**src/rtl/fp_sum_tree.sv**
```systemverilog
// Pipelined IEEE-754 single-precision summation tree: N_IN operands per beat, one beat per clock.
// The tree is built from fp_add_sub adders plus aligned pass-through delays, with a valid/tag pipeline alongside.

// Fixed-depth register delay; holds data only, so it is not reset.
module fp_dly #(
  parameter int W     = 32,
  parameter int DEPTH = 1
) (
  input  logic         clk,
  input  logic [W-1:0] d,
  output logic [W-1:0] q
);
  logic [W-1:0] pipe_d [DEPTH];
  logic [W-1:0] pipe_q [DEPTH];

  // NOTE: always_comb uses blocking '=' and gives every output a value on every pass; clocked blocks use '<='.
  always_comb begin
    pipe_d[0] = d;
    for (int i = 1; i < DEPTH; i++) pipe_d[i] = pipe_q[i-1];
  end

  // NOTE: data-only pipeline registers carry no reset; validity is tracked by a separate reset pipeline.
  always_ff @(posedge clk) pipe_q <= pipe_d;

  assign q = pipe_q[DEPTH-1];
endmodule

// Single-precision adder/subtractor (add_sub=1 adds), round-to-nearest-even, LAT clocks of latency.
module fp_add_sub #(
  parameter int LAT = 7
) (
  input  logic        clk,
  input  logic [31:0] a,
  input  logic [31:0] b,
  input  logic        add_sub,
  output logic [31:0] y
);
  logic [31:0] bb, x, z, res;
  logic [8:0]  ex, ez, diff, e_n;
  logic [26:0] mx, mz, mz_sh, lost, n;
  logic [27:0] s;
  logic [4:0]  lz, sh;
  logic        a_nan, b_nan, a_inf, b_inf, up, ovf;
  logic [7:0]  ef;
  logic [30:0] mag_r;

  always_comb begin
    bb    = {b[31] ^ ~add_sub, b[30:0]};
    x     = a;
    z     = bb;
    if (a[30:0] < bb[30:0]) begin
      x = bb;
      z = a;
    end
    ex    = (x[30:23] == 8'd0) ? 9'd1 : {1'b0, x[30:23]};
    ez    = (z[30:23] == 8'd0) ? 9'd1 : {1'b0, z[30:23]};
    mx    = {(x[30:23] != 8'd0), x[22:0], 3'b000};
    mz    = {(z[30:23] != 8'd0), z[22:0], 3'b000};
    diff  = ex - ez;
    lost  = '0;
    mz_sh = '0;
    // Guard/round bits plus a sticky bit in the LSB keep rounding exact after alignment.
    if (diff >= 9'd27) begin
      mz_sh = {26'b0, |mz};
    end else begin
      mz_sh    = mz >> diff;
      lost     = mz << (9'd27 - diff);
      mz_sh[0] = mz_sh[0] | (|lost);
    end
    s = (x[31] ^ z[31]) ? ({1'b0, mx} - {1'b0, mz_sh}) : ({1'b0, mx} + {1'b0, mz_sh});

    lz = 5'd27;
    for (int i = 0; i <= 26; i++) if (s[i]) lz = 5'(26 - i);
    sh  = lz;
    n   = '0;
    e_n = '0;
    if (s[27]) begin
      n    = s[27:1];
      n[0] = s[1] | s[0];
      e_n  = ex + 9'd1;
    end else begin
      // Left-normalise, but never below the minimum exponent: the remainder stays subnormal.
      if ({4'b0, lz} > (ex - 9'd1)) sh = 5'(ex - 9'd1);
      n   = s[26:0] << sh;
      e_n = ex - {4'b0, sh};
    end
    ef    = n[26] ? e_n[7:0] : 8'd0;
    ovf   = (e_n >= 9'd255);
    up    = n[2] & (n[3] | n[1] | n[0]);
    // Rounding carry ripples from fraction into exponent, covering mantissa overflow and subnormal-to-normal.
    mag_r = {ef, n[25:3]} + 31'(up);

    a_nan = (a[30:23] == 8'hFF) && (a[22:0] != 23'd0);
    b_nan = (bb[30:23] == 8'hFF) && (bb[22:0] != 23'd0);
    a_inf = (a[30:23] == 8'hFF) && (a[22:0] == 23'd0);
    b_inf = (bb[30:23] == 8'hFF) && (bb[22:0] == 23'd0);
    if (a_nan || b_nan || (a_inf && b_inf && (a[31] != bb[31]))) res = 32'h7FC0_0000;
    else if (a_inf)                                          res = a;
    else if (b_inf)                                          res = bb;
    else if (s == 28'd0)                                     res = {a[31] & bb[31], 31'd0};
    else if (ovf)                                            res = {x[31], 8'hFF, 23'd0};
    else                                                     res = {x[31], mag_r};
  end

  fp_dly #(.W(32), .DEPTH(LAT)) u_pipe (
    .clk (clk),
    .d   (res),
    .q   (y)
  );
endmodule

module fp_sum_tree #(
  parameter int N_IN    = 4,
  parameter int ADD_LAT = 7,
  parameter int TAG_W   = 4
) (
  input  logic                 iCLK,
  input  logic                 iRST_N,
  input  logic                 iVALID,
  input  logic [N_IN*32-1:0]   iDATA,
  input  logic [N_IN-1:0]      iNEG,
  input  logic [TAG_W-1:0]     iTAG,
  output logic                 oVALID,
  output logic [31:0]          oSUM,
  output logic [TAG_W-1:0]     oTAG,
  output logic                 oBUSY
);
  localparam int LEVELS = (N_IN > 1) ? $clog2(N_IN) : 0;
  localparam int LAT    = 1 + LEVELS * ADD_LAT;
  localparam int CNT_W  = $clog2(LAT + 1);

  logic [31:0]      opnd_d [N_IN];
  logic [31:0]      opnd_q [N_IN];
  logic [31:0]      node   [LEVELS+1][N_IN];
  logic [TAG_W:0]   vt_d   [LAT];
  logic [TAG_W:0]   vt_q   [LAT];
  logic [CNT_W-1:0] busy_cnt_d, busy_cnt_q;
  logic             valid_out;

  always_comb begin
    for (int k = 0; k < N_IN; k++) begin
      opnd_d[k]     = iDATA[32*k +: 32];
      opnd_d[k][31] = iDATA[32*k+31] ^ iNEG[k];
    end
  end

  always_ff @(posedge iCLK) opnd_q <= opnd_d;

  for (genvar k = 0; k < N_IN; k++) begin : g_in
    assign node[0][k] = opnd_q[k];
  end

  // Level l holds ceil(N_IN/2^l) live elements; an odd last element rides a delay of adder depth.
  for (genvar l = 0; l < LEVELS; l++) begin : g_lvl
    localparam int CNT = (N_IN + (1 << l) - 1) >> l;
    for (genvar j = 0; j < N_IN; j++) begin : g_node
      if (2*j + 1 < CNT) begin : g_add
        fp_add_sub #(.LAT(ADD_LAT)) u_add (
          .clk     (iCLK),
          .a       (node[l][2*j]),
          .b       (node[l][2*j+1]),
          .add_sub (1'b1),
          .y       (node[l+1][j])
        );
      end else if (2*j + 1 == CNT) begin : g_pass
        fp_dly #(.W(32), .DEPTH(ADD_LAT)) u_pass (
          .clk (iCLK),
          .d   (node[l][2*j]),
          .q   (node[l+1][j])
        );
      end else begin : g_tie
        assign node[l+1][j] = '0;
      end
    end
  end

  always_comb begin
    vt_d[0] = {iVALID, iTAG};
    for (int i = 1; i < LAT; i++) vt_d[i] = vt_q[i-1];
  end

  assign valid_out = vt_q[LAT-1][TAG_W];

  always_comb begin
    busy_cnt_d = busy_cnt_q;
    if (iVALID && !valid_out)      busy_cnt_d = busy_cnt_q + CNT_W'(1);
    else if (!iVALID && valid_out) busy_cnt_d = busy_cnt_q - CNT_W'(1);
  end

  always_ff @(posedge iCLK or negedge iRST_N) begin
    if (!iRST_N) begin
      for (int i = 0; i < LAT; i++) vt_q[i] <= '0;
      busy_cnt_q <= '0;
    end else begin
      vt_q       <= vt_d;
      busy_cnt_q <= busy_cnt_d;
    end
  end

  assign oVALID = valid_out;
  assign oSUM   = node[LEVELS][0];
  assign oTAG   = vt_q[LAT-1][TAG_W-1:0];
  assign oBUSY  = (busy_cnt_q != '0);
endmodule

```
**config.mk**
```make
export PLATFORM = sky130hd
export DESIGN_NAME = fp_sum_tree
export DESIGN_NICKNAME = d
export VERILOG_FILES = /design/src/rtl/fp_sum_tree.sv
export SDC_FILE = /design/constraint.sdc
export NUM_CORES = 2
export LEC_CHECK = 0
export ABC_AREA = 0
export BUFFER_PORTS_ARGS = -buffer_cell sky130_fd_sc_hd__buf_2
export CAP_MARGIN = 10
export CELL_PAD_IN_SITES_DETAIL_PLACEMENT = 1
export CELL_PAD_IN_SITES_GLOBAL_PLACEMENT = 1
export CORE_MARGIN = 3
export CORE_UTILIZATION = 36
export DETAILED_ROUTE_END_ITERATION = 16
export HOLD_SLACK_MARGIN = 0.08
export PLACE_DENSITY_LB_ADDON = 0.1
export SYNTH_ARGS = -nofsm -noshare
export SYNTH_HDL_FRONTEND = slang
export SYNTH_HIERARCHICAL = 1
export SYNTH_SLANG_ARGS = --single-unit
```
**constraint.sdc**
```tcl
create_clock -name iCLK -period 21.3 [get_ports iCLK]
set_input_delay 5.325 -clock iCLK [delete_from_list [all_inputs] [get_ports iCLK]]
set_output_delay 5.325 -clock iCLK [all_outputs]
set_load 0.01 [all_outputs]
```
==> impl_results.md <==
* Status: completed
* Largest net degree at the start of global routing at 82
* Maxcap violations at 0
* Fill cells at 18720
* Final worst path period share at 91.07%
* Resize count post-CTS at 0
* Routed wire length at 235.1 mm
* Post-DP HPWL at 186.0 mm
* Achievable Freq at 51.55 MHz
* YS warnings at 6
* Final Hold Fails at 0
* Die width at 405.3 um
* Clock skew at 0.04251 ns
* IO Count at 177
* Syn_area_per_cell at 8.215 um^2
* Core area at 0.1573 mm^2
* Routability-driven placement congestion ratio at 0.9582
* # DRC at 0
* CTS root buf: clkbuf_16
* H-tree depth at 3
* CP Capture Type: flip-flop
* Worst path max stage delay at 0.79 ns
* Finish-stage setup viols at 0
* Inserted Clock Buffers at 92
* ANT nets after route at 0
* Setup tns final at 0 ns
* Number of synthesized flops with an enable pin at 0
* CTS Hold Buffers Added at 0
* Slowest CP cell: a311oi_2
* Share of layout cells above drive strength 1 at 10.64%
* Register area share after synthesis at 31.35%
* Crit path launch type: flip-flop
* Yosys top cell area share at 27.90%
* Initial antenna violation count at 5
* Hold slack at 0.2880 ns
* Fin. max-slew vios at 0
* Dominant cell type by area after synthesis: dfxtp_1
* Drt first-iter violations at 4200
* Mapped cell area at 0.05740 mm^2
* Clk buf depth at 3
* CTS tree: built
* Critical path peak fanout at 43
* RSZ-0062 raised after global routing: false
* First-pass iteration count of the detailed router at 6
* Worst Hold Class: flip-flop to flip-flop
* I/O Buffers at 176
* Worst skew pair latency at 0.71 ns
* Worst slew pin tran at 1.263 ns
* Global-route wire length before repair at 357.3 mm
* Vias/cell at 6.050
* Starting Density at 36.49%
* P&R area growth vs syn at 10.09%
* Average wire per standard cell at 25.78 um
* Synth Instances at 6987
* Clock transition at path regs at 0.06 ns
* Row cnt at 145
* Most numerous cell in the Yosys netlist: dfxtp_1
* Ranking of synthesized cells by area: dfxtp_1 (28%), ha_1 (7.1%), a21oi_1 (4.7%), nand2_1 (4.6%), nor2_1 (3.8%)
* Core Util, Final at 40.17%
* Setup CP Type: flip-flop to flip-flop
* Most used cell, CP: a21oi_1
* Slew margin rel. at 14.63%
* Synth unique cells at 159
* Post-synthesis async set-or-reset flop share at 8.987%
* Worst endpoint required time at 21.90 ns
* Register area at 0.01799 mm^2
* Main synth FF type: dfxtp_1
* Via count at 55170
* Multi-input logic area at 0.03635 mm^2
* Gr ovfl total at 0
* Register bit total from synthesis at 879
* Vias in the first global route at 56080
* Fin nets at 7464
* Clock sink total at 879
* DIE AREA at 0.1643 mm^2
* Post-layout min period at 19.40 ns
* Worst EP arrival at 20.00 ns
* Die height at 405.3 um
* Post-synth top cells: dfxtp_1 (800), nand2_1 (703), nor2_1 (580)
* Post-CTS Setup Bufs at 0
* GR Util All Layers at 27.91%
cell type report:
class	count	share of cell area [%]
multi-input combinational	5369	57.52
antenna	1	0.003960
clock buffer	119	4.041
clock inverter	47	1.089
sequential	879	28.47
timing repair buffer	278	2.602
inverter	368	2.194
tap	2058	4.075
metrics by stage:
stage          area, um^2  worst slack, ns  instances
3_5_place_dp        59940            2.401       8950
3_3_place_gp        59940            2.436       8950
4_1_cts             63180            2.274       9116
6_report            63190            1.902       9119
2_1_floorplan       57400            5.742       6989
5_1_grt             63190           0.5443       9118
cells by family after synthesis:
group / count (synthesis) / synth area share, %
and+or+nand+nor: 2427 / 20.91
DFF: 879 / 31.35
AOI/OAI and AO/OA: 2140 / 26.09
buffers and inverters: 741 / 5.539
other: 1 / 0.006534
muxes: 267 / 5.616
xor gates and xnor gates: 195 / 3.015
adders and majority gates: 337 / 7.477
cells in the final DEF, fill, tap and decap left out, types with 96 or more instances in the layout:
cell type    n
a211oi_1   100
a21oi_1    540
buf_2      176
buf_4      101
dfxtp_1    800
ha_1       323
inv_1      356
mux2i_1    188
nand2_1    703
nand3_1    225
nand4_1    103
nor2_1     579
nor3_1     206
o211ai_1    96
o21ai_0    374
xnor2_1    128
worst max-delay path: cells and delay by family, from the launching register on:
family / cells / cell delay [ns]
AOI/OAI and AO/OA: 26 / 7.10
and+or+nand+nor: 23 / 6.50
buffers and inverters: 7 / 2.02
adders and majority gates: 6 / 1.99
xor gates and xnor gates: 4 / 0.71
muxes: 1 / 0.50
DFF: 1 / 0.37
final timing paths:
kind	end	slack (ns)	start	cells after the start
worst max-delay path	g_lvl[0].g_node[1].g_add.u_add/u_pipe/pipe_d[163]	1.90	node[286]	67
max in group asynchronous	vt_d[41]	15.92	iRST_N	1
min in group asynchronous	busy_cnt_q[3]	4.77	iRST_N	1
worst min-delay path	g_lvl[0].g_node[0].g_add.u_add/u_pipe/pipe_d[90]	0.29	g_lvl[0].g_node[0].g_add.u_add/u_pipe/pipe_d[122]	0
worst min register to register	g_lvl[0].g_node[0].g_add.u_add/u_pipe/pipe_d[90]	0.29	g_lvl[0].g_node[0].g_add.u_add/u_pipe/pipe_d[122]	0
worst max register to register	g_lvl[0].g_node[1].g_add.u_add/u_pipe/pipe_d[163]	1.90	node[286]	67
layer usage:
| layer | global-route usage, % | vias to the layer above | part of all wire, % |
|---|---|---|---|
| li1 | - | 25770 | - |
| met1 | 36.37 | 27270 | 44 |
| met2 | 45.96 | 1697 | 46 |
| met3 | 3.519 | 433 | 5.1 |
| met4 | 12.73 | 0 | 5.1 |
| met5 | 0 | - | 0 |
sequential cells by signal, indices dropped and copies added, names as in the netlist:
name                                    cells
g_lvl.g_node.g_add.u_add/u_pipe/pipe_d    576
node                                      128
g_lvl.g_node.g_add.u_add/u_pipe/q          96
vt_d                                       70
busy_cnt_q                                  4
oTAG                                        4
oVALID                                      1
Power is left out: the tool's default activity adds up to more than one toggle a clock period on the data nets, which glitch-free logic cannot reach.
